**config.mk**
```make
export PLATFORM = sky130hd
export DESIGN_NAME = key_bytes_to_words
export DESIGN_NICKNAME = d
export VERILOG_FILES = /design/src/rtl/key_bytes_to_words.sv
export SDC_FILE = /design/constraint.sdc
export NUM_CORES = 1
export LEC_CHECK = 0
export CORE_ASPECT_RATIO = 0.6
export CORE_MARGIN = 10
export CORE_UTILIZATION = 46
export CTS_CLUSTER_SIZE = 28
export DETAILED_ROUTE_END_ITERATION = 16
export GPL_TIMING_DRIVEN = 0
export HOLD_SLACK_MARGIN = 0.08
export PLACE_DENSITY = 0.7
export SLEW_MARGIN = 5
export SYNTH_ARGS = -nofsm -noshare
export SYNTH_HDL_FRONTEND = slang
export SYNTH_SLANG_ARGS = --single-unit
```
**constraint.sdc**
```tcl
create_clock -name clk -period 4.3 [get_ports clk]
set_clock_uncertainty 0.15 [all_clocks]
set_input_delay 0.86 -clock clk [delete_from_list [all_inputs] [get_ports clk]]
set_output_delay 0.86 -clock clk [all_outputs]
set_load 0.02 [all_outputs]
```
**src/rtl/key_bytes_to_words.sv**
```systemverilog
// RC5 key expansion, first stage: folds key bytes K[B-1..0] into the little-endian
// word array L[], one byte per clock, and streams each updated word out.
module key_bytes_to_words #(
    parameter int W = 32,
    parameter int B = 16,
    parameter int C = 4
) (
    input  logic           clk,
    input  logic           rst,
    input  logic [8*B-1:0] key,
    output logic [W-1:0]   L_sub_i,
    output logic [W-1:0]   L_sub_i_prima
);

    localparam int U  = W / 8;
    localparam int IW = (B > 1) ? $clog2(B) : 1;
    localparam int CW = (C > 1) ? $clog2(C) : 1;

    logic [8*B-1:0] key_q;
    logic [W-1:0]   l_mem [C];
    logic [IW-1:0]  i_q;
    logic           done;

    logic [CW-1:0]  idx;
    logic [7:0]     k_byte;
    logic [W-1:0]   new_word;

    // (L << 8) + K leaves the low byte of the shifted word zero, so the add is a
    // plain byte append; bits shifted past W-1 fall off the top.
    always_comb begin
        idx      = CW'(int'(i_q) / U);
        k_byte   = key_q[8*i_q +: 8];
        new_word = {l_mem[idx][W-9:0], k_byte};
    end

    always_ff @(posedge clk) begin
        if (rst) begin
            key_q         <= key;
            // NOTE: the word array is cleared by a loop because every restart must
            // begin from an all-zero L, not because memories normally need a reset.
            for (int c = 0; c < C; c++) begin
                l_mem[c] <= '0;
            end
            i_q           <= IW'(B - 1);
            done          <= 1'b0;
            L_sub_i       <= '0;
            L_sub_i_prima <= '0;
        end else if (!done) begin
            // NOTE: non-blocking assignments let L_sub_i_prima capture the word
            // value from before this edge's update.
            L_sub_i_prima <= l_mem[idx];
            L_sub_i       <= new_word;
            l_mem[idx]    <= new_word;
            if (i_q == '0) begin
                done <= 1'b1;
            end else begin
                i_q <= i_q - 1'b1;
            end
        end
    end

endmodule

```
==> out/qor.yml, run 1 <==
status: "complete, no violations"
diodes: 0
cts_hold_buffers: 0
synthesis_stage_register_bit_count: 303
initial_core_util: 0.473
detailedPlacementHpwl_um: 19800
routedWlPerCell_um: 21.4
dpl-instance-area_mm2: 0.0146
final_critical_period_ns: 3.13
crit_path_end_kind: "flop"
postCtsSetupBuffers: 0
clockPowerShare: 0.370
seq_area_frac_synth: 0.712
clk_latency_ns: 0.55
antenna_found_initial: 1
num_io_pins: 194
numClockSinks: 303
intPower_uw: 5330
floorplan.die.height_um: 146
power-per-cell-area_mw_per_mm2: 443
finalMaxSlewViolations: 0
power.net_switching_uw: 1560
cts_buffer_depth: 3
p_comb_frac: 0.124
hold_depth: 2
ir_drop_mv: 0.253
post_synth_fa_ha_maj_area_fraction: 0.00103
detail_route.iter0.violations: 686
synth-compound-area-share: 0.0198
max_slew_margin: 0.341
rows: 45
grt_pass1_wl_um: 43500
post_synth_xor_area_fraction: 0.00145
min_path_type: "flop to flop"
report.final.hold_viol_count: 0
post_synth_num_cell_types: 38
fraction_of_power_consumed_by_sequential_logic: 0.506
report.final.setup_viol: 0
reg2reg_depth: 6
core_area_mm2: 0.0256
crit_required_ns: 4.44
finalCoreUtilization: 0.608
layout_setup_ws_ns: 1.17
die_area_mm2: 0.0335
cts_inserted_buffers: 28
cts_tree: "yes"
synthesis.area_per_instance_um2: 16.8
fin_worst_hold_slack_ns: 0.305
synth_top_family_by_area: "multiplexers"
number_of_global_route_vias_before_repair: 6991
max_cap_viol_count: 0
routed_wirelength_um: 28300
r2r_slack_ns: 1.30
pre_cts_ws_ns: 0.666
period_share: 0.728
r2r-start: "i_q[2]"
area.growth.synth_to_final_pct: 28.5
worst-slew-pin-transition_ns: 0.989
synthesis.yosys.warnings: 0
hold_path.startpoint: "L_sub_i[22]"
drive_above_1_share: 0.156
nets: 1080
final.fill_count: 1906
syn-instance-count: 722
synth-simple-area-share: 0.0720
syn_area_mm2: 0.0121
timing.hold.worst_endpoint: "L_sub_i[22]"
routed_via_density: 5.22
grt_use_total: 0.168
gp_congestion: 0.826
clk_transition_reported_paths_ns: 0.06
mappedNetlistNets: 853
cts_max_level: 1
crit_arrival_ns: 3.27
regToRegEndpoint: "l_mem[0][13]"
root_buffer_selected_by_cts: "sky130_fd_sc_hd__clkbuf_16"
grt_max_degree: 99
detailroute.via_count: 6912
io_buffers: 193
critical_path_class: "input port to flop"
drt_first_pass_iters: 5
post-route-cell-area_mm2: 0.0156
drcViolationCount: 0
ant_nets: 0
worst-path-max-fanout: 98
total_leakage_power_uw: 0.00604
grt_setup_unrepaired: "false"
sw_frac_of_total: 0.226
die_width_um: 230
synthMuxAreaShare: 0.151
grt_remaining_overflow: 0
achievable-frequency_mhz: 319
start_kind: "input port"
postCtsResizedCells: 0
## logic make-up after synthesis
family	count (synthesis)
AO/OA/AOI/OAI	30
XOR/XNOR	2
adder cells (fa/ha/maj)	1
buffers and inverters	93
flip-flops	303
multiplexers	88
AND/OR/NAND/NOR	205
## Yosys cell counts
cell type                  number  area [µm²]
sky130_fd_sc_hd__mux4_1        18         473
sky130_fd_sc_hd__mux2i_1       16         160
sky130_fd_sc_hd__mux2i_2        2        27.5
sky130_fd_sc_hd__edfxtp_1     256        7690
sky130_fd_sc_hd__o211a_1        7        70.1
sky130_fd_sc_hd__buf_4         25         188
sky130_fd_sc_hd__mux2i_4        6         135
sky130_fd_sc_hd__nor2_2         2        12.5
sky130_fd_sc_hd__buf_6          3        33.8
sky130_fd_sc_hd__or2_2          1        6.26
sky130_fd_sc_hd__clkbuf_2       1        5.00
sky130_fd_sc_hd__a21oi_1        1        5.00
sky130_fd_sc_hd__buf_12         2        40.0
sky130_fd_sc_hd__nor2_1        83         312
sky130_fd_sc_hd__a211o_1        1        8.76
sky130_fd_sc_hd__buf_1          4        15.0
sky130_fd_sc_hd__o211ai_1       1        7.51
sky130_fd_sc_hd__mux4_2        46        1040
sky130_fd_sc_hd__buf_2         10        50.1
sky130_fd_sc_hd__ha_1           1        12.5
sky130_fd_sc_hd__inv_2          1        3.75
sky130_fd_sc_hd__a22oi_1        7        52.6
sky130_fd_sc_hd__xnor2_1        2        17.5
sky130_fd_sc_hd__or3_1          1        6.26
sky130_fd_sc_hd__nand2b_1       2        12.5
sky130_fd_sc_hd__or2_0          1        6.26
sky130_fd_sc_hd__dfxtp_1       47         941
sky130_fd_sc_hd__nand2_1       81         304
sky130_fd_sc_hd__clkinv_4       1        8.76
sky130_fd_sc_hd__clkinv_1       1        3.75
sky130_fd_sc_hd__a211oi_2       1        12.5
sky130_fd_sc_hd__nor2b_1       10        62.6
sky130_fd_sc_hd__clkbuf_1      19        71.3
sky130_fd_sc_hd__o21ai_0        3        15.0
sky130_fd_sc_hd__and3_1        24         150
sky130_fd_sc_hd__a211oi_1       8        60.1
sky130_fd_sc_hd__a221oi_1       1        8.76
sky130_fd_sc_hd__inv_1         26        97.6
## flip-flops by register name, indices dropped and copies added (netlist names), named ones only
name and cells:
key_q 128, L_sub_i 31, i_q 4, done 1
l_mem 128, L_sub_i_prima 9
## power groups by stage
stage	clock (µW)	sequential [µW]	combinational, µW
finish	2550	3490	857
global route	2700	3510	921
CTS	2590	3490	868
detailed placement	0	3550	864
global placement	0	3560	843
floorplan	0	3570	420
## how the worst max path moves through the flow
stage	start	to	slack, ns	cells past startpoint
finish	rst	l_mem[2][20]	1.17	8
global route	rst	l_mem[2][20]	1.03	8
floorplan	i_q[3]	l_mem[3][0]	0.34	4
CTS	rst	l_mem[2][16]	1.23	8
global placement	rst	l_mem[1][14]	-5.32	4
detailed placement	rst	l_mem[2][29]	0.67	8
## metrics by stage
step	TNS, ns	instances	power [µW]
after floorplan	0	722	3990
after global routing	0	1323	7120
after CTS	0	1323	6950
after detailed placement	0	1271	4410
final	0	1323	6890
after global placement	-1340.07	1267	4400
## worst max-delay path, cell delays in order
cell and delay [ns]:
sky130_fd_sc_hd__buf_6 0.28, sky130_fd_sc_hd__buf_16 0.38, sky130_fd_sc_hd__inv_1 0.24, sky130_fd_sc_hd__nand2_1 0.43, sky130_fd_sc_hd__or2_0 0.16, sky130_fd_sc_hd__buf_2 0.27
sky130_fd_sc_hd__nand2_2 0.25, sky130_fd_sc_hd__buf_12 0.28
## placed cells by master, fill, tap and decap left out, drive strengths merged, types with 10 or more instances in the layout
| cell | n |
|---|---|
| and3 | 24 |
| buf | 49 |
| clkbuf | 60 |
| clkdlybuf4s50 | 192 |
| clkinv | 12 |
| dfxtp | 47 |
| edfxtp | 256 |
| inv | 28 |
| mux2i | 24 |
| mux4 | 64 |
| nand2 | 81 |
| nor2 | 85 |
| nor2b | 10 |
## routing by layer
metal	up-vias	track usage	share of wire
met3	38	0.0441	0.078
met4	2	0.0336	0.017
met2	272	0.245	0.44
met5	-	0	0.00046
li1	3151	-	-
met1	3449	0.247	0.46
## final cells by class
type	instances	area [µm²]	area share
flip-flops and latches	303	8630	0.554
clock buffers	40	872	0.0560
inverters	29	114	0.00731
plain buffers	64	403	0.0259
multi-input cells	326	3000	0.193
clock inverters	12	81.3	0.00522
well taps	352	440	0.0283
repair buffers	197	2030	0.130
No activity file was read; power rests on OpenSTA's default activity.
==> run 2: changes to the inputs <==
- clock period: 4.3 -> 3.2 ns (I/O delays scaled with it)
==> run 2 against run 1 <==
  * Count of clock-buffer cells in the layout unchanged
  * Sequential power up 34%
  * Sequential share of layout area up 0.13 points
  * Cell count unchanged
  * Worst setup slack worse by 0.92 ns
  * Global-route usage down 0.091 points
  * Cell area down 0.24%
  * Routed wire length down 0.50%
  * Clock power up 29%
  * Via count up 0.71%
==> out/qor.yml, run 2 (synthesis results as in run 1) <==
dpl-instance-area_mm2: 0.0146
floorplan.die.height_um: 146
max_stage_delay_ns: 0.61
power.net_switching_uw: 2060
layout.cells.most_common_list: "sky130_fd_sc_hd__edfxtp_1, sky130_fd_sc_hd__clkdlybuf4s50_1, sky130_fd_sc_hd__nor2_1"
final.fill_count: 1931
gp_congestion: 0.794
number_of_global_route_vias_before_repair: 7150
detailedPlacementHpwl_um: 19600
clk_latency_ns: 0.55
total_leakage_power_uw: 0.00601
critPathLaunch: "i_q[3]"
detail_route.iter0.violations: 727
core_area_mm2: 0.0256
report.final.hold_viol_count: 0
grt_use_total: 0.167
nets: 1080
mostFrequentLayoutCell: "sky130_fd_sc_hd__edfxtp_1"
final_critical_period_ns: 2.95
clk_transition_reported_paths_ns: 0.07
drive_above_1_share: 0.154
finalMaxSlewViolations: 0
status: "complete, no violations"
rows: 45
sw_frac_of_total: 0.225
grt_pass1_wl_um: 43400
die_width_um: 230
routed_wirelength_um: 28200
crit_required_ns: 3.30
fin_worst_hold_slack_ns: 0.304
cts_hold_buffers: 0
regToRegEndpoint: "l_mem[3][29]"
root_buffer_selected_by_cts: "sky130_fd_sc_hd__clkbuf_16"
crit_path_frequent_cell: "sky130_fd_sc_hd__clkbuf_1"
worst-slew-pin-transition_ns: 0.974
grt_remaining_overflow: 0
routedWlPerCell_um: 21.3
initial_core_util: 0.473
postCtsResizedCells: 0
timing.critical_path.to: "l_mem[3][29]"
cts_buffer_depth: 3
post-route-cell-area_mm2: 0.0155
max_cap_viol_count: 0
report.final.setup_viol: 0
crit_path_end_kind: "flop"
antenna_found_initial: 1
grt_setup_unrepaired: "false"
worst-path-max-fanout: 17
detailroute.via_count: 6961
clockPowerShare: 0.361
cts_max_level: 1
cts_inserted_buffers: 28
placedCellCount: 1271
period_share: 0.922
start_kind: "flop"
r2r-start: "i_q[3]"
num_io_pins: 194
ant_nets: 0
routed_via_density: 5.26
power-per-cell-area_mw_per_mm2: 588
numClockSinks: 303
total_power_uw: 9130
grt_max_degree: 99
postCtsSetupBuffers: 0
drcViolationCount: 0
ir_drop_mv: 0.433
intPower_uw: 7080
hold_depth: 2
p_comb_frac: 0.126
achievable-frequency_mhz: 339
r2r_slack_ns: 0.25
reg2reg_depth: 5
io_buffers: 193
fraction_of_power_consumed_by_sequential_logic: 0.513
reg.largest.list: "key_q (128), l_mem (128), L_sub_i (31)"
standard_cell_with_the_maximum_stage_delay_on_the_critical_path: "sky130_fd_sc_hd__o21ai_4"
critical_path_class: "flop to flop"
totalNegativeSetupSlack_ns: 0
area.growth.synth_to_final_pct: 28.2
die_area_mm2: 0.0335
max_slew_margin: 0.351
crit_chain: "clkbuf_1 -> clkbuf_1 -> nand2_1 -> o21ai_4 -> buf_16"
crit_arrival_ns: 3.05
finish.cell_count_without_fillers: 1323
min_path_type: "flop to flop"
cts_tree: "yes"
drt_first_pass_iters: 5
run 2: cell types whose count changed in the layout (fill, tap and decap cells not counted), sizes merged:
cell,delta
diode,+1
bufinv,+1
clkinv,-2
run 2: critical path: cells and delay by family, from the launching register on:
family | cells | cell delay (ns)
buf+inv | 3 | 1.24
simple gates | 1 | 0.19
flops | 1 | 0.45
compound gates | 1 | 0.61
run 2: through the flow:
stage,util,setup slack (ns)
2_1_floorplan,-,0.0981
3_3_place_gp,0.566,-5.98
3_5_place_dp,0.571,-0.220
4_1_cts,0.606,0.176
5_1_grt,0.606,0.107
6_report,0.606,0.250
run 2: area by class of cell:
class                   instances  area [µm²]  share of cell area
diodes                          1        2.50            0.000161
multi-input cells             326        3010               0.194
plain buffers                  64         403              0.0259
clock inverters                11         104             0.00669
clock buffers                  40         797              0.0513
flip-flops and latches        303        8630               0.556
well taps                     352         440              0.0284
inverters                      29         114             0.00733
repair buffers                197        2040               0.131
run 2: how the worst min path moves through the flow:
stage | start | endpoint
finish | L_sub_i[22] | L_sub_i[22]
floorplan | L_sub_i[10] | L_sub_i[10]
detailed placement | L_sub_i[22] | L_sub_i[22]
global route | L_sub_i[23] | L_sub_i[23]
CTS | L_sub_i[22] | L_sub_i[22]
global placement | L_sub_i[18] | L_sub_i[18]
run 2: metal layers:
layer,vias to the layer above,global-route usage,routed length [µm]
met5,-,0,10
met4,2,0.0389,474
met3,35,0.0439,2310
met2,287,0.249,12600
met1,3494,0.239,12800
li1,3143,-,-
run 2: power groups by stage:
stage / clock network (µW) / logic, µW / registers [µW]
3_3_place_gp: 0 / 1130 / 4780
6_report: 3300 / 1150 / 4680
2_1_floorplan: 0 / 565 / 4800
4_1_cts: 3350 / 1170 / 4680
5_1_grt: 3510 / 1230 / 4710
3_5_place_dp: 0 / 1160 / 4770
